===== src/rtl/mic_vol_level.sv =====
// Mic volume meter: tracks the peak sample over a fixed window and quantises the
// excursion above the silence baseline into a 0..15 bar level with optional decay.
module mic_vol_level #(
    parameter int unsigned WINDOW   = 4000,
    parameter logic [11:0] BASELINE = 12'd2048,
    parameter int unsigned SHIFT    = 7,
    parameter bit          DECAY    = 1'b1
) (
    input  logic        clk,
    input  logic        rst_n,
    input  logic        sample_valid,
    input  logic [11:0] mic_in,
    output logic [3:0]  num,
    output logic [11:0] peak,
    output logic        level_valid
);

    localparam logic [15:0] LAST = 16'(WINDOW - 1);

    logic [15:0] cnt_q, cnt_d;
    logic [11:0] run_max_q, run_max_d;
    logic [3:0]  num_q, num_d;
    logic [11:0] peak_q, peak_d;
    logic        lv_q, lv_d;

    logic [11:0] wpk, exc, shifted;
    logic [3:0]  raw;
    logic        last_smp;

    // Window peak always includes the sample being accepted this cycle.
    always_comb begin
        wpk      = (mic_in > run_max_q) ? mic_in : run_max_q;
        exc      = (wpk > BASELINE) ? (wpk - BASELINE) : 12'd0;
        shifted  = exc >> SHIFT;
        raw      = (shifted > 12'd15) ? 4'd15 : shifted[3:0];
        last_smp = (cnt_q == LAST);
    end

    always_comb begin
        cnt_d     = cnt_q;
        run_max_d = run_max_q;
        num_d     = num_q;
        peak_d    = peak_q;
        lv_d      = 1'b0;
        if (sample_valid) begin
            if (last_smp) begin
                cnt_d     = 16'd0;
                run_max_d = 12'd0;
                peak_d    = wpk;
                lv_d      = 1'b1;
                // Instant rise; with decay the fall is limited to one step.
                // raw >= num covers num == 0, so num never wraps.
                if (DECAY && (raw < num_q))
                    num_d = num_q - 4'd1;
                else
                    num_d = raw;
            end else begin
                cnt_d     = cnt_q + 16'd1;
                run_max_d = wpk;
            end
        end
    end

    always_ff @(posedge clk) begin
        if (!rst_n) begin
            cnt_q     <= 16'd0;
            run_max_q <= 12'd0;
            num_q     <= 4'd0;
            peak_q    <= 12'd0;
            lv_q      <= 1'b0;
        end else begin
            cnt_q     <= cnt_d;
            run_max_q <= run_max_d;
            num_q     <= num_d;
            peak_q    <= peak_d;
            lv_q      <= lv_d;
        end
    end

    assign num         = num_q;
    assign peak        = peak_q;
    assign level_valid = lv_q;

endmodule


===== config.mk =====
export PLATFORM = sky130hd
export DESIGN_NAME = mic_vol_level
export DESIGN_NICKNAME = d
export VERILOG_FILES = /design/src/rtl/mic_vol_level.sv
export SDC_FILE = /design/constraint.sdc
export NUM_CORES = 1
export LEC_CHECK = 0
export CORE_ASPECT_RATIO = 0.75
export CORE_MARGIN = 2
export CORE_UTILIZATION = 59
export CTS_CLUSTER_DIAMETER = 100
export DETAILED_ROUTE_END_ITERATION = 6
export GPL_TIMING_DRIVEN = 0
export PLACE_DENSITY = 0.9
export SYNTH_ARGS = -nofsm -noshare
export SYNTH_HDL_FRONTEND = slang
export SYNTH_SLANG_ARGS = --single-unit

===== constraint.sdc =====
create_clock -name clk -period 6 [get_ports clk]
set_input_delay 1.8 -clock clk [delete_from_list [all_inputs] [get_ports clk]]
set_output_delay 1.8 -clock clk [all_outputs]
set_load 0.01 [all_outputs]

# After elaboration in Yosys (flattened, before gate mapping)
# Index checks and enable logic that the tools add are counted.
# op_classes
n_div	0
addsub	3
reduce_logical	2
n_shift	0
n_bitwise	0
n_mux	7
magnitude_cmp	4
eq_ne	1
n_mul	0
# op_table
cell	count
$mux W12	3
$add A16 B1 Y16 const B	1
$eq A16 B12 Y1 const B	1
$mux W16	1
$gt A12 B12 Y1	1
$gt A12 B12 Y1 const B	1
$sub A12 B12 Y12 const B	1
$mux W4	2
$gt A5 B4 Y1 const B	1
$lt A4 B4 Y1	1
$reduce_and A2 Y1	2
$sub A4 B1 Y4 const B	1
$mux W1	1
# word_totals
inputBits	15
wordCells	22
latchBits	0
rom_bits	0
register_bits	45
mem_count	0
ram_bits	0

# Longest topological paths before layout
# logic_depth
ltp_word	8
depth_mapped	15

# Worst setup path before layout
# No wires, ideal clock.
# synth_path
kind	input to register
startpoint	input mic_in[1]
endpoint	register num_q[1], in the netlist num[1]
n_path_buf	1
path_stages	14
arrival_ns	4.339
required_ns	5.869
path_slack_ns	1.530
cell_sequence	ha_1 -> nor2b_1 -> o211ai_1 -> a211o_1 -> a31o_1 -> buf_6 -> mux2i_1 -> ha_1 -> a21o_1 -> a21oi_1 -> nand2_1 -> a311oi_4 -> nand4b_1 -> o311ai_1
# synth_via
elab_chain_cells	8
word_cells_on_any_way	9
classes_between	1 x add/sub; 4 x order compare; 4 x mux
# synth_rtl
element	line_no	rtl
from (decl)	12	input logic [11:0] mic_in,
$gt A12 B12 Y1	32	wpk = (mic_in > run_max_q) ? mic_in : run_max_q;
$mux W12 (*)	32	
$sub A12 B12 Y12 or $gt A12 B12 Y1 (tied branches)	33	exc = (wpk > BASELINE) ? (wpk - BASELINE) : 12'd0;
$mux W12 (*)	33	
$gt A5 B4 Y1	35	raw = (shifted > 12'd15) ? 4'd15 : shifted[3:0];
$mux W4 (*)	35	
$lt A4 B4 Y1	53	if (DECAY && (raw < num_q))
$mux W4 (*)	53	
to (signal assigned)	74	num_q <= num_d;
to (decl)	22	logic [3:0] num_q, num_d;
# Mark *: on every way between the ends. The rest lies on a longest branch, timed or not.
# A chain may end at the register's enable or synchronous reset.

# Worst setup path after layout
# layout_path
startpoint	input mic_in[11]
endpoint	register num_q[1], in the netlist num[1]
# Same word-level chain as after synthesis.

==> results.json <==
{
  "status": "complete, no violations",
  "crit_start": "mic_in[11]",
  "drt.antenna.violating_nets": 0,
  "tns_ns": 0,
  "synth_warnings": 0,
  "end_kind": "flip-flop",
  "grt_max_degree": 14,
  "tightestPinTransition_ns": 0.5603,
  "synth_most_common_cell": "nor2_1",
  "htree_levels": 2,
  "dpl.hpwl_um": 4172,
  "path_class": "input pin to flip-flop",
  "drive_gt1_share_pct": 7.879,
  "fin_crit_sh_pct": 86.49,
  "synth_seq_cells": 45,
  "routed-via-count": 2271,
  "regToRegEndpoint": "num[1]",
  "switchingPower_uw": 176.8,
  "p_clk_share_pct": 36.3,
  "synth_top_area_share_pct": 36.96,
  "worstPathArrival_ns": 5.38,
  "root_buffer": "clkbuf_8",
  "ys_async_sr_fraction_pct": 0,
  "synth_area_sq_um": 2437,
  "crit_buf_inv": 2,
  "clk_pin_slew_worst_paths_ns": 0.08,
  "viasPerCell": 5.899,
  "slew_viol_final": 0,
  "grt_first_pass_wirelength_um": 9584,
  "dpl_cell_area_sq_um": 2816,
  "slowest_stage": "clkdlybuf4s50_1",
  "worstSetupEndpoint": "num[1]",
  "layout.nets": 361,
  "antenna_found_initial": 0,
  "path_common_cell": "ha_1",
  "setup_viol": 0,
  "synthesis.nets": 323,
  "p_comb_share_pct": 16.4,
  "gp_congestion": 0.9025,
  "synth_common_cells": "nor2_1, dfxtp_1, nand2_1, a21oi_1, inv_1",
  "fill_cells": 293,
  "swShare_pct": 26.78,
  "r2r_start": "run_max_q[11]",
  "cts_tree": "yes",
  "drc": 0,
  "finalClockSkew_ns": 0.007950,
  "hold_path.class": "flip-flop to flip-flop",
  "path_depth": 14,
  "p_leak_uw": 0.001058,
  "portBuffers": 31,
  "seqPwrFrac_pct": 47.2,
  "syn_inst": 291,
  "synthFlopType": "dfxtp_1",
  "synth.distinct_cells": 42,
  "pre_cts_ws_ns": 0.6182,
  "period_minus_slack_ns": 5.189,
  "io_pins": 32,
  "p_int_uw": 483.3,
  "synth_area_per_cell_sq_um": 8.376,
  "coreArea_sq_um": 4004,
  "synth_edf_count": 0,
  "die_y_um": 59.66,
  "yosys-top-cells-area": "dfxtp_1, nor2_1, ha_1",
  "rr_worst_depth": 14,
  "drtIter0Drc": 267,
  "synth_top_cell_by_area": "dfxtp_1",
  "power_uw": 660.1,
  "wl_per_cell_um": 15.22,
  "path_max_fanout": 7,
  "design_area_sq_um": 2933,
  "rows": 20,
  "area_growth_pct": 20.33,
  "num_antenna_cells": 0,
  "cellPowerDensity_nw_per_um2": 225.1,
  "ir_drop_uv": 146.6,
  "max_cap_violations": 0,
  "dr.pass1.iters": 5,
  "grt.overflow.total": 0,
  "die_x_um": 78.22,
  "start_util_pct": 60.88,
  "clockBufferDepth": 2,
  "rrSetupSlack_ns": 2.39,
  "postCtsSetupRepairBufs": 0,
  "ctsHoldBuffers": 0,
  "slew_headroom_pct": 62.65,
  "numCtsBuffers": 5,
  "path_cells": "clkdlybuf4s50_1 > ha_1 > nand4_1 > nor3_1 > a31o_1 > buf_6 > mux2i_1 > ha_1 > a21o_1 > a21oi_1 > nand2_1 > a311oi_4 > nand4b_1 > o311ai_1",
  "cpLargestDelayFamily": "compound AO/OA/AOI/OAI gates",
  "post_cts_resized": 0,
  "die-area_sq_um": 4666,
  "rsz0062_at_grt": "false",
  "clock-sinks": 45,
  "synth_seq_area_share_pct": 36.96,
  "grt_use_total_pct": 26.75,
  "wl_um": 5858,
  "clk_latency_ns": 0.30,
  "critPathLaunchType": "input pin",
  "first_global_vias": 2045,
  "cp_data_required_time_ns": 6.19,
  "critPathMaxStageDelay_ns": 0.58,
  "hold_viol": 0,
  "layout_setup_ws_ns": 0.8108,
  "fmax_ghz": 0.1927
}
==> worst min path at each step <==
stage          slack (ns)           end         start  cells after the start
2_1_floorplan        0.47     cnt_q[15]     cnt_q[15]                      2
3_3_place_gp         0.49      cnt_q[9]      cnt_q[9]                      2
3_5_place_dp         0.50  run_max_q[3]  run_max_q[3]                      2
4_1_cts              0.52  run_max_q[3]  run_max_q[3]                      2
5_1_grt              0.55       peak[2]       peak[2]                      2
6_report             0.51       peak[4]       peak[4]                      2
==> power groups by stage <==
stage	Sequential [uW]	Combinational (uW)	Clock, uW
5_1_grt	313	119	254
3_3_place_gp	318	99.2	0
2_1_floorplan	317	69.9	0
4_1_cts	311	106	242
6_report	312	108	240
3_5_place_dp	318	103	0
==> stage by stage <==
stage               cells  utilization, %  hold WS, ns
floorplan             291               -       0.4720
global placement      377           70.34       0.4928
detailed placement    377           70.34       0.5015
CTS                   385           73.25       0.5202
global route          385           73.25       0.5499
finish                385           73.25       0.5129
==> cells in the final DEF (no fill, tap or decap), types with 2 or more instances in the layout <==
cell type	n
a211oi_1	5
a211oi_2	6
a21oi_1	20
a22oi_1	12
a31oi_1	3
and2_1	3
and3_1	3
buf_2	4
buf_6	3
clkbuf_1	5
clkbuf_8	6
clkdlybuf4s50_1	31
dfxtp_1	45
ha_1	17
inv_1	18
mux2i_1	4
nand2_1	21
nand2b_1	2
nand3_1	8
nand3b_1	2
nand4_1	8
nand4b_1	2
nor2_1	58
nor3_1	5
o211ai_1	3
o21ai_0	4
xnor2_1	5
xor2_1	10
==> layer usage <==
layer	part of all wire, %	up-vias	GRT usage, %
met3	7.4	14	6.647
li1	-	1093	-
met4	1.5	0	6.266
met5	0	-	0
met1	45	1061	36.61
met2	46	103	43.35
==> state kept, by name, summed over array words and instances, names as in the netlist <==
signal / cells
run_max_q: 12
peak: 12
level_valid: 1
num: 4
cnt_q: 16
==> final cells by class <==
type                    count  area, sq um  share of cell area, %
plain buffers              13        80.08                  2.730
clock buffers               7        86.33                  2.944
clock inverters             1        30.03                  1.024
inverters                  18        67.56                  2.304
multi-input cells         215         1389                  47.35
flip-flops and latches     45        900.9                  30.72
well taps                  55        68.82                  2.346
repair buffers             31        310.3                  10.58
==> logic make-up after synthesis <==
family	Yosys count	synth area share [%]
simple gates	116	22.13
compound gates	63	19.10
fa+ha+maj	17	8.727
xor+xnor	15	5.390
buf+inv	31	6.057
flops	45	36.96
mux	4	1.643
==> worst register-to-register path: stages (launching register included) <==
cell and delay (ns):
dfxtp_1 0.49, inv_1 0.10, ha_1 0.30, nand4_1 0.15
nor3_1 0.35, a31o_1 0.17, buf_6 0.15, mux2i_1 0.25
ha_1 0.28, a21o_1 0.17, a21oi_1 0.29, nand2_1 0.16
a311oi_4 0.37, nand4b_1 0.16, o311ai_1 0.10
(Power assumes the default switching activity.)
